===== src/rtl/calc_pkg.sv =====
// calc_pkg: shared types for the sequential calculator.
//   op_e    - operation select, same two-bit code as the push-button selector
//   state_e - control FSM states of seq_calculator
package calc_pkg;

  typedef enum logic [1:0] {
    OP_ADD = 2'b00,
    OP_SUB = 2'b01,
    OP_DIV = 2'b10,
    OP_MUL = 2'b11
  } op_e;

  typedef enum logic [1:0] {
    ST_IDLE = 2'b00,
    ST_MUL  = 2'b01,
    ST_DIV  = 2'b10,
    ST_DONE = 2'b11
  } state_e;

endpackage


===== src/rtl/calc_muldiv_core.sv =====
// calc_muldiv_core: shared iterative datapath for shift-add multiply and
// restoring divide, one bit per step.
//   clk, rst_n   - clock, asynchronous active-low reset
//   load         - capture operands and clear the accumulator
//   is_mul       - mode captured on load: 1 multiply, 0 divide
//   a, b         - operands (multiplicand/multiplier or dividend/divisor)
//   step         - perform one iteration
//   last         - the step being taken now is the final one
//   step_result  - product or zero-extended quotient after the current step
//   step_rem     - partial remainder after the current step (0 for multiply)
module calc_muldiv_core #(
  parameter int WIDTH = 8
) (
  input  logic                 clk,
  input  logic                 rst_n,
  input  logic                 load,
  input  logic                 is_mul,
  input  logic [WIDTH-1:0]     a,
  input  logic [WIDTH-1:0]     b,
  input  logic                 step,
  output logic                 last,
  output logic [2*WIDTH-1:0]   step_result,
  output logic [WIDTH-1:0]     step_rem
);

  localparam int CW = $clog2(WIDTH + 1);

  // acc: product accumulator in multiply mode; low half is the partial
  // remainder in divide mode. shreg: multiplier bits (shifted right) or
  // dividend bits shifted out MSB first with quotient bits shifted in.
  logic [2*WIDTH-1:0] acc;
  logic [WIDTH-1:0]   shreg;
  logic [WIDTH-1:0]   opnd;
  logic               mul_mode;
  logic [CW-1:0]      cnt;

  // Multiply: add the multiplicand into the upper half when the current
  // multiplier bit is set, then shift the whole accumulator right.
  logic [WIDTH:0]     mul_sum;
  logic [2*WIDTH-1:0] acc_next_mul;

  assign mul_sum      = {1'b0, acc[2*WIDTH-1:WIDTH]} + (shreg[0] ? {1'b0, opnd} : '0);
  assign acc_next_mul = {mul_sum, acc[WIDTH-1:1]};

  // Divide: bring in the next dividend bit; the remainder is always below the
  // divisor, so the trial value fits in WIDTH+1 bits and, when it is >= the
  // divisor, the difference fits in WIDTH bits.
  logic [WIDTH:0]   trial;
  logic             q_bit;
  logic [WIDTH-1:0] rem_next;
  logic [WIDTH-1:0] quo_next;

  assign trial    = {acc[WIDTH-1:0], shreg[WIDTH-1]};
  assign q_bit    = (trial >= {1'b0, opnd});
  assign rem_next = q_bit ? (trial[WIDTH-1:0] - opnd) : trial[WIDTH-1:0];
  assign quo_next = {shreg[WIDTH-2:0], q_bit};

  assign step_result = mul_mode ? acc_next_mul : {{WIDTH{1'b0}}, quo_next};
  assign step_rem    = mul_mode ? '0 : rem_next;
  assign last        = (cnt == CW'(1));

  // NOTE: state is updated with non-blocking assignments so every register
  // samples the pre-edge values of the others, independent of statement order.
  always_ff @(posedge clk or negedge rst_n) begin
    if (!rst_n) begin
      acc      <= '0;
      shreg    <= '0;
      opnd     <= '0;
      mul_mode <= 1'b0;
      cnt      <= '0;
    end else if (load) begin
      acc      <= '0;
      shreg    <= is_mul ? b : a;
      opnd     <= is_mul ? a : b;
      mul_mode <= is_mul;
      cnt      <= CW'(WIDTH);
    end else if (step) begin
      if (mul_mode) begin
        acc   <= acc_next_mul;
        shreg <= shreg >> 1;
      end else begin
        acc   <= {{WIDTH{1'b0}}, rem_next};
        shreg <= quo_next;
      end
      cnt <= cnt - CW'(1);
    end
  end

endmodule


===== src/rtl/seq_calculator.sv =====
// seq_calculator: multi-cycle unsigned calculator with start/busy/done
// handshake. Add and sub complete in one step; mul and div iterate WIDTH
// times in calc_muldiv_core.
//   clk, rst_n  - clock, asynchronous active-low reset
//   start       - request, sampled only in IDLE
//   op          - 00 add, 01 sub, 10 div, 11 mul
//   a, b        - operands (a: dividend/minuend, b: divisor/subtrahend)
//   result      - sum, difference, quotient or product, zero-extended
//   remainder   - division remainder, 0 for other ops
//   flag        - carry (add) or borrow (sub), 0 otherwise
//   div_by_zero - last completed op was a divide with b == 0
//   busy        - high in every state except IDLE
//   done        - one-cycle pulse when the outputs have been updated
module seq_calculator
  import calc_pkg::*;
#(
  parameter int WIDTH = 8
) (
  input  logic                 clk,
  input  logic                 rst_n,
  input  logic                 start,
  input  logic [1:0]           op,
  input  logic [WIDTH-1:0]     a,
  input  logic [WIDTH-1:0]     b,
  output logic [2*WIDTH-1:0]   result,
  output logic [WIDTH-1:0]     remainder,
  output logic                 flag,
  output logic                 div_by_zero,
  output logic                 busy,
  output logic                 done
);

  state_e state;
  op_e    op_sel;
  logic   accept;
  logic   b_zero;
  logic   core_load;
  logic   core_step;
  logic   core_last;
  logic [2*WIDTH-1:0] core_result;
  logic [WIDTH-1:0]   core_rem;

  logic [WIDTH:0]   add_sum;
  logic [WIDTH-1:0] sub_diff;

  assign op_sel   = op_e'(op);
  assign accept   = (state == ST_IDLE) && start;
  assign b_zero   = (b == '0);
  assign add_sum  = {1'b0, a} + {1'b0, b};
  assign sub_diff = a - b;

  // The core captures operands on the accepting edge itself, so later input
  // changes cannot disturb an iteration in progress.
  assign core_load = accept && ((op_sel == OP_MUL) || ((op_sel == OP_DIV) && !b_zero));
  assign core_step = (state == ST_MUL) || (state == ST_DIV);

  assign busy = (state != ST_IDLE);
  assign done = (state == ST_DONE);

  calc_muldiv_core #(.WIDTH(WIDTH)) u_core (
    .clk         (clk),
    .rst_n       (rst_n),
    .load        (core_load),
    .is_mul      (op_sel == OP_MUL),
    .a           (a),
    .b           (b),
    .step        (core_step),
    .last        (core_last),
    .step_result (core_result),
    .step_rem    (core_rem)
  );

  always_ff @(posedge clk or negedge rst_n) begin
    if (!rst_n) begin
      state       <= ST_IDLE;
      result      <= '0;
      remainder   <= '0;
      flag        <= 1'b0;
      div_by_zero <= 1'b0;
    end else begin
      case (state)
        ST_IDLE: begin
          if (start) begin
            case (op_sel)
              OP_ADD: begin
                state       <= ST_DONE;
                result      <= {{(WIDTH-1){1'b0}}, add_sum};
                remainder   <= '0;
                flag        <= add_sum[WIDTH];
                div_by_zero <= 1'b0;
              end
              OP_SUB: begin
                state       <= ST_DONE;
                result      <= {{WIDTH{1'b0}}, sub_diff};
                remainder   <= '0;
                flag        <= (a < b);
                div_by_zero <= 1'b0;
              end
              OP_DIV: begin
                if (b_zero) begin
                  state       <= ST_DONE;
                  result      <= {{WIDTH{1'b0}}, {WIDTH{1'b1}}};
                  remainder   <= a;
                  flag        <= 1'b0;
                  div_by_zero <= 1'b1;
                end else begin
                  state <= ST_DIV;
                end
              end
              OP_MUL: state <= ST_MUL;
            endcase
          end
        end
        ST_MUL, ST_DIV: begin
          if (core_last) begin
            state       <= ST_DONE;
            result      <= core_result;
            remainder   <= core_rem;
            flag        <= 1'b0;
            div_by_zero <= 1'b0;
          end
        end
        ST_DONE: state <= ST_IDLE;
      endcase
    end
  end

endmodule


===== config.mk =====
export PLATFORM = sky130hd
export DESIGN_NAME = seq_calculator
export DESIGN_NICKNAME = d
export VERILOG_FILES = /design/src/rtl/calc_pkg.sv /design/src/rtl/calc_muldiv_core.sv /design/src/rtl/seq_calculator.sv
export SDC_FILE = /design/constraint.sdc
export NUM_CORES = 1
export LEC_CHECK = 0
export ABC_AREA = 1
export BUFFER_PORTS_ARGS = -buffer_cell sky130_fd_sc_hd__buf_2
export CAP_MARGIN = 30
export CORE_UTILIZATION = 50
export DETAILED_ROUTE_END_ITERATION = 10
export PLACE_DENSITY_LB_ADDON = 0.2
export SETUP_SLACK_MARGIN = 0.05
export SLEW_MARGIN = 20
export SYNTH_ARGS = -nofsm -noshare
export SYNTH_HDL_FRONTEND = slang
export SYNTH_SLANG_ARGS = --single-unit

===== constraint.sdc =====
create_clock -name clk -period 2.6 [get_ports clk]
set_clock_uncertainty 0.05 [all_clocks]
set_input_delay 0.26 -clock clk [delete_from_list [all_inputs] [get_ports clk]]
set_output_delay 0.26 -clock clk [all_outputs]
set_load 0.005 [all_outputs]

======== Word-level counts from Yosys, hierarchy flattened ========
Cells that the tools add are included.
storage, ports and cells
  register bits after elaboration ......... 65
  bits of input ports ..................... 21
  output and inout port bits .............. 28
cells by class
  add/subtract/negate cells ............... 5
  order comparisons ....................... 2
  equal/unequal tests ..................... 12
  multiplexer cells ....................... 38
  reduce and logical (&&, ||, !) cells .... 17
operators by type and width
  cell                                                    count
  2-to-1 mux 16 bit                                       7
  2-to-1 mux 8 bit                                        11
  case mux 16 bit (3 select lines)                        1
  case mux 16 bit (2 select lines)                        1
  case mux 8 bit (2 select lines)                         2
  subtractor 8 bit                                        2
  case mux 2 bit (3 select lines)                         2
  AND reduction 5 bit                                     2
  adder 8 x 8 -> 9 bit                                    1
  adder 8 x 9 -> 9 bit                                    1
  greater-or-equal comparator 9 x 8 -> 1 bit              1
  equality test 2 bit (second input constant)             4
  logical NOT 8 bit                                       1
  < comparator 8 bit                                      1
  2-to-1 mux 4 bit                                        2
  2-to-1 mux 1 bit                                        6
  case mux 1 bit (2 select lines)                         3
  nonzero test 2 bit                                      3
  equality test 2 x 1 -> 1 bit (second input constant)    2
  equality test 4 x 1 -> 1 bit (second input constant)    1
  logical NOT 2 bit                                       2
  2-to-1 mux 2 bit                                        2
  inequality test 2 bit (second input constant)           2
  inequality test 4 x 1 -> 1 bit (second input constant)  1
  other kinds (9)                                         13

======== Logic depth before layout (Yosys ltp) ========
  word-level depth ........................ 6
  mapped depth ............................ 15
  depth with buffers taken out ............ 15

======== Modules after synthesis ========
Synthesis repeated with hierarchy kept, for this count alone.
second synthesis, totals
  cell total of the unflattened synthesis .. 758
  area, all modules ....................... 5191.2 um^2
modules (own cells, without submodules)
  module            times used  cells each  area an instance (um^2)
  calc_muldiv_core  1           426         2899.0
  seq_calculator    1           332         2292.2

======== Worst setup path before layout ========
OpenSTA, ideal clock, no wires.
  path kind ............................... register -> register
  start point ............................. register u_core.shreg[0]
  end point ............................... register u_core.acc[11]
  library setup time ...................... 0.113 ns
  arrival time ............................ 1.808 ns
  required time ........................... 2.437 ns
  setup slack ............................. 0.628 ns
  stages on the path, launching flop included .. 15
  path buffers ............................ 1
  clock period less this slack ............ 1.972 ns
  cell sequence ........................... dfrtp_1 -> clkbuf_1 -> nand2_1 -> inv_1 -> ha_1 -> inv_1 -> fa_1 -> inv_1 -> nand3_1 -> nand3_1 -> a21oi_1 -> o21ai_0 -> nand2_1 -> nand2_1 -> inv_1
between the ends
  cells in the longest elaborated chain, start to end .. 5
ends and longest elaborated chain
  what                    RTL line                source
  start, declared         calc_muldiv_core.sv:32  logic [WIDTH-1:0] shreg;
  start signal, assigned  calc_muldiv_core.sv:73  shreg <= is_mul ? b : a;
  start signal, assigned  calc_muldiv_core.sv:80  shreg <= shreg >> 1;
  start signal, assigned  calc_muldiv_core.sv:83  shreg <= quo_next;
  2-to-1 mux 8 bit        calc_muldiv_core.sv:42  assign mul_sum = {1'b0, acc[2*WIDTH-1:WIDTH]} + (shreg[0] ? {1'b0, opnd} : '0);
  adder 8 x 9 -> 9 bit    calc_muldiv_core.sv:42
  2-to-1 mux 16 bit       calc_muldiv_core.sv:78  if (mul_mode) begin
  2-to-1 mux 16 bit       calc_muldiv_core.sv:77  end else if (step) begin
  2-to-1 mux 16 bit       calc_muldiv_core.sv:71  end else if (load) begin
  end signal, assigned    calc_muldiv_core.sv:79  acc <= acc_next_mul;
  end signal, assigned    calc_muldiv_core.sv:82  acc <= {{WIDTH{1'b0}}, rem_next};
  end, declared           calc_muldiv_core.sv:31  logic [2*WIDTH-1:0] acc;
No other way between the ends. The select of a mux whose other input is x is not followed.
A chain may end at the register's enable or synchronous reset.

======== Final worst setup path ========
  start point ............................. register state[0]
  end point ............................... register u_core.shreg[6]
between the ends
  cells in the longest elaborated chain, start to end .. 4
  elaborated cells on any way between the ends .. 8
ends and longest elaborated chain
  what                                                           RTL line              source
  start, declared                                                seq_calculator.sv:33  state_e state;
  start signal, assigned                                         seq_calculator.sv:75  state <= ST_IDLE;
  start signal, assigned                                         seq_calculator.sv:86  state <= ST_DONE;
  start signal, assigned                                         seq_calculator.sv:93  state <= ST_DONE;
  logical NOT 2 bit                                              seq_calculator.sv:47  assign accept = (state == ST_IDLE) && start;
  logical AND 1 bit                                              seq_calculator.sv:47
  logical AND 1 bit                                              seq_calculator.sv:54  assign core_load = accept && ((op_sel == OP_MUL) || ((op_sel == OP_DIV) && !b_zero));
  2-to-1 mux 8 bit / nonzero test 2 bit (equally long branches)  -
Parallel ways exist; a longest one is shown, timed or not.

==> impl_results.rst <==
.. list-table::
   :header-rows: 1

   * - Metric
     - Value
   * - Status
     - completed
   * - Aggregate global routing overflow
     - 0
   * - Placed wire-length estimate after detailed placement
     - 11360 µm
   * - CTS Root Cell
     - sky130_fd_sc_hd__clkbuf_8
   * - Drt via density
     - approximately 5.4
   * - Vertical die dimension
     - 103.9 µm
   * - Hold slack final
     - around 170 ps
   * - Net count after synthesis
     - 815
   * - Fraction of synthesized area in multiplexers
     - 0
   * - Growth of design area from synthesis to finish
     - 11.94%
   * - Dominant combinational cell family by area after synthesis
     - simple AND/OR/NAND/NOR gates
   * - Post-layout power
     - 7.708 mW
   * - Critical path startpoint category
     - flip-flop
   * - Core Area
     - 9910 µm²
   * - CP max FO
     - 16
   * - Number of input and output port buffers inserted
     - 48
   * - Max-cap violation count
     - 0
   * - Number of register bits inferred by synthesis
     - 65
   * - Number of global-route vias before repair
     - 4700
   * - Fin crit share
     - 0.8984
   * - Effective utilization at floorplan
     - 0.5244
   * - Maximum ir drop on the vdd rail
     - roughly 0.00080 V
   * - Number of enable flip-flop cells after synthesis
     - 0
   * - Area share of and/or/nand/nor cells after synthesis
     - 0.3222
   * - Maximum operating frequency
     - 428.1 MHz
   * - Number of buffers on the longest clock path
     - 2
   * - Wire length on met1
     - 7101 µm
   * - RSZ-0062 raised after global routing
     - false
   * - Class of the worst hold path
     - input pin to flip-flop
   * - Final setup TNS
     - 0 ps
   * - Worst slew pin tran
     - 756.8 ps
   * - Post-synthesis instance total
     - approximately 750
   * - Clock period minus final worst setup slack
     - 2336 ps
   * - Mapped Area
     - approximately 5200 µm²
   * - Relative slew margins
     - 0.4954
   * - Detailed-route DRC error count
     - 0
   * - Average footprint of a synthesized cell
     - between 6 and 7 µm²
   * - Final hold viol count
     - 0
   * - Synth cell types
     - 39
   * - Power per unit of standard cell area
     - 1325 nW/µm²
   * - Compound-gate portion of the synthesized area
     - 0.1351
   * - Drt wl/cell
     - around 16 µm
   * - Overall global routing resource usage
     - 0.2795
   * - Number of fill cells
     - 953
   * - Final weighted congestion in routability-driven placement
     - 0.9838
   * - # Post-CTS Setup Buffers
     - 0
   * - Flip-flop and latch area
     - between 1500 and 2000 µm²
   * - Cell types occupying the most area after synthesis
     - sky130_fd_sc_hd__dfrtp_1 31%, sky130_fd_sc_hd__nand2_1 18%, sky130_fd_sc_hd__ha_1 10%
   * - Fin. max-slew vios
     - 0
   * - Global-route wire length before repair
     - 23950 µm
   * - Final Net Count
     - between 800 and 900
   * - Commonest cells post-synth
     - 244 x sky130_fd_sc_hd__nand2_1, 99 x sky130_fd_sc_hd__inv_1, 65 x sky130_fd_sc_hd__dfrtp_1
   * - Num ports
     - 49
   * - Total routed wirelength
     - 14540 µm
   * - Share of final-layout standard cells stronger than drive strength 1
     - 0.1439
   * - Met2 layer wire length in the routed design
     - approximately 6300 µm
   * - 1st-iter DRT viols
     - roughly 560
   * - Share of synthesized cell area in full adder, half adder and majority cells
     - 0.1165
   * - Leading cell type by number of instances after synthesis
     - sky130_fd_sc_hd__nand2_1
   * - TritonCTS clock tree
     - yes
   * - Number of routed nets with antenna violations
     - 0
   * - Via count
     - 4995
   * - Post-synthesis cell type with the largest combined area
     - sky130_fd_sc_hd__dfrtp_1
   * - Start-to-end type of the worst setup path
     - flip-flop to flip-flop
   * - Number of antenna violations at the first check in global routing
     - 0
   * - Area of the die
     - 10800 µm²
   * - Yosys warns
     - 0
   * - Final setup margin
     - ~260 ps
   * - Clk slew on worst S/H paths
     - 80 ps
   * - Worst endpoint data arrival time
     - 2560 ps
   * - Portion of the post-synthesis area used by sequential elements
     - 0.3130
   * - Data required time of the worst path
     - 2820 ps
   * - Xor and xnor area share after synthesis
     - 0.008428
   * - Share of the synthesized area in the top cell type
     - 0.3130
   * - Routed wire length on met3
     - 851 µm
   * - Clock latency on the worst-skew pair
     - 350 ps
   * - Primary FF master, synth
     - sky130_fd_sc_hd__dfrtp_1
   * - Die W
     - 103.9 µm
   * - Number of clock buffers inserted by TritonCTS
     - 9
   * - Pre-CTS setup slack
     - 295.8 ps
   * - Antenna Diode Count
     - 0
   * - Area occupied by multi-input gates
     - around 3000 µm²
   * - Topmost layer with routed signal wires
     - met4
   * - Number of placement rows
     - 36
   * - Proportion of synthesized flip-flops having asynchronous set or reset
     - 1.000
   * - Level count of the clock H-tree
     - 3
   * - Count of TritonRoute iterations in the first routing pass
     - 7
   * - Leakage power of the design
     - 3.252 nW
   * - Number of sinks handled by clock tree synthesis
     - 65
   * - Maximum number of pins on one net before global-route repair
     - 33
   * - Count of endpoints failing setup in the final report
     - 0
   * - Category of the worst setup path capture point
     - flip-flop
## routing by layer
metal | vias up | GRT usage
met2 | 154 | 0.4262
met3 | 22 | 0.05138
met5 | - | 0
met4 | 0 | 0.06633
li1 | 2514 | -
met1 | 2305 | 0.4088
## sequential cells by signal, indices dropped and copies added, names as in the netlist
name / cells
u_core.cnt: 4
result: 16
state: 2
remainder: 8
div_by_zero: 1
u_core.mul_mode: 1
u_core.opnd: 8
u_core.acc: 16
u_core.shreg: 8
flag: 1
## through the flow
step,std cells,area [µm²],utilization
final,932,5817,0.5870
after global routing,932,5817,0.5870
after CTS,932,5817,0.5870
after detailed placement,915,5559,0.5610
after global placement,915,5559,0.5610
after floorplan,748,5196,-
## cells by family (layout without fill, tap and decap cells)
logic type / after synthesis / after routing
adders and majority gates: 46 / 46
and+or+nand+nor: 379 / 379
DFF: 65 / 65
AOI/OAI and AO/OA: 119 / 119
buffers and inverters: 134 / 185
xor gates and xnor gates: 5 / 5
## layout make-up
class | instances | area share
multi-input cells | 549 | 0.5208
flip-flops and latches | 65 | 0.2796
inverters | 111 | 0.07163
repair buffers | 58 | 0.05679
well taps | 133 | 0.02861
clock buffers | 9 | 0.02129
clock inverters | 7 | 0.02129
## cells in the final DEF, fill, tap and decap left out, types with 3 or more instances in the layout
cell type / synthesis / final
sky130_fd_sc_hd__ha_1: 42 / 42
sky130_fd_sc_hd__nand2_2: 8 / 8
sky130_fd_sc_hd__bufinv_16: 0 / 3
sky130_fd_sc_hd__buf_2: 9 / 48
sky130_fd_sc_hd__inv_2: 10 / 10
sky130_fd_sc_hd__or2_2: 3 / 3
sky130_fd_sc_hd__o211ai_1: 21 / 21
sky130_fd_sc_hd__clkbuf_8: 0 / 9
sky130_fd_sc_hd__nand3_1: 56 / 56
sky130_fd_sc_hd__inv_1: 99 / 99
sky130_fd_sc_hd__a21oi_1: 43 / 42
sky130_fd_sc_hd__o21ai_1: 15 / 15
sky130_fd_sc_hd__inv_6: 0 / 3
sky130_fd_sc_hd__dfrtp_1: 65 / 65
sky130_fd_sc_hd__buf_4: 2 / 8
sky130_fd_sc_hd__xor2_1: 4 / 4
sky130_fd_sc_hd__nand2b_1: 4 / 4
sky130_fd_sc_hd__o21ai_2: 7 / 7
sky130_fd_sc_hd__fa_1: 4 / 4
sky130_fd_sc_hd__nand2_1: 244 / 244
sky130_fd_sc_hd__o21ai_0: 24 / 24
sky130_fd_sc_hd__nor2_1: 29 / 29
sky130_fd_sc_hd__nand3_2: 5 / 5
sky130_fd_sc_hd__nand4_1: 19 / 19
## power breakdown
group,internal [mW],total (mW),switching [mW]
Combinational,1.65,4.80,3.15
Sequential,1.47,1.82,0.352
Clock,0.647,1.09,0.444
Total,3.76,7.71,3.94
## critical path, stage by stage, from the launching register on
cell	delay, ps
sky130_fd_sc_hd__dfrtp_1	390
sky130_fd_sc_hd__inv_1	110
sky130_fd_sc_hd__ha_1	260
sky130_fd_sc_hd__buf_4	230
sky130_fd_sc_hd__inv_1	500
sky130_fd_sc_hd__nand2_1	250
sky130_fd_sc_hd__inv_2	270
sky130_fd_sc_hd__nand2_1	90
sky130_fd_sc_hd__o211ai_1	100
## worst paths after layout
check                                  startpoint                          end  slack (ps)  cells past startpoint
setup / recovery             state[0]$_DFFE_PN0P_  u_core.shreg[6]$_DFFE_PN0P_         260                      8
setup reg to reg             state[0]$_DFFE_PN0P_  u_core.shreg[6]$_DFFE_PN0P_         260                      8
hold reg to reg            result[10]$_DFFE_PN0P_       result[10]$_DFFE_PN0P_         430                      2
min in group asynchronous                   rst_n      div_by_zero$_DFFE_PN0P_         440                      2
max in group asynchronous                   rst_n       result[10]$_DFFE_PN0P_        1420                      3
hold / removal                               b[0]   u_core.opnd[0]$_DFFE_PN0P_         170                      3
## what timing repair did
| item | CTS | global route |
|---|---|---|
| resized for setup | 0 | 0 |
| hold endpoints to repair | 30 | 0 |
| hold buffers | 1 | 0 |
Power figures use the tool's default switching activity.
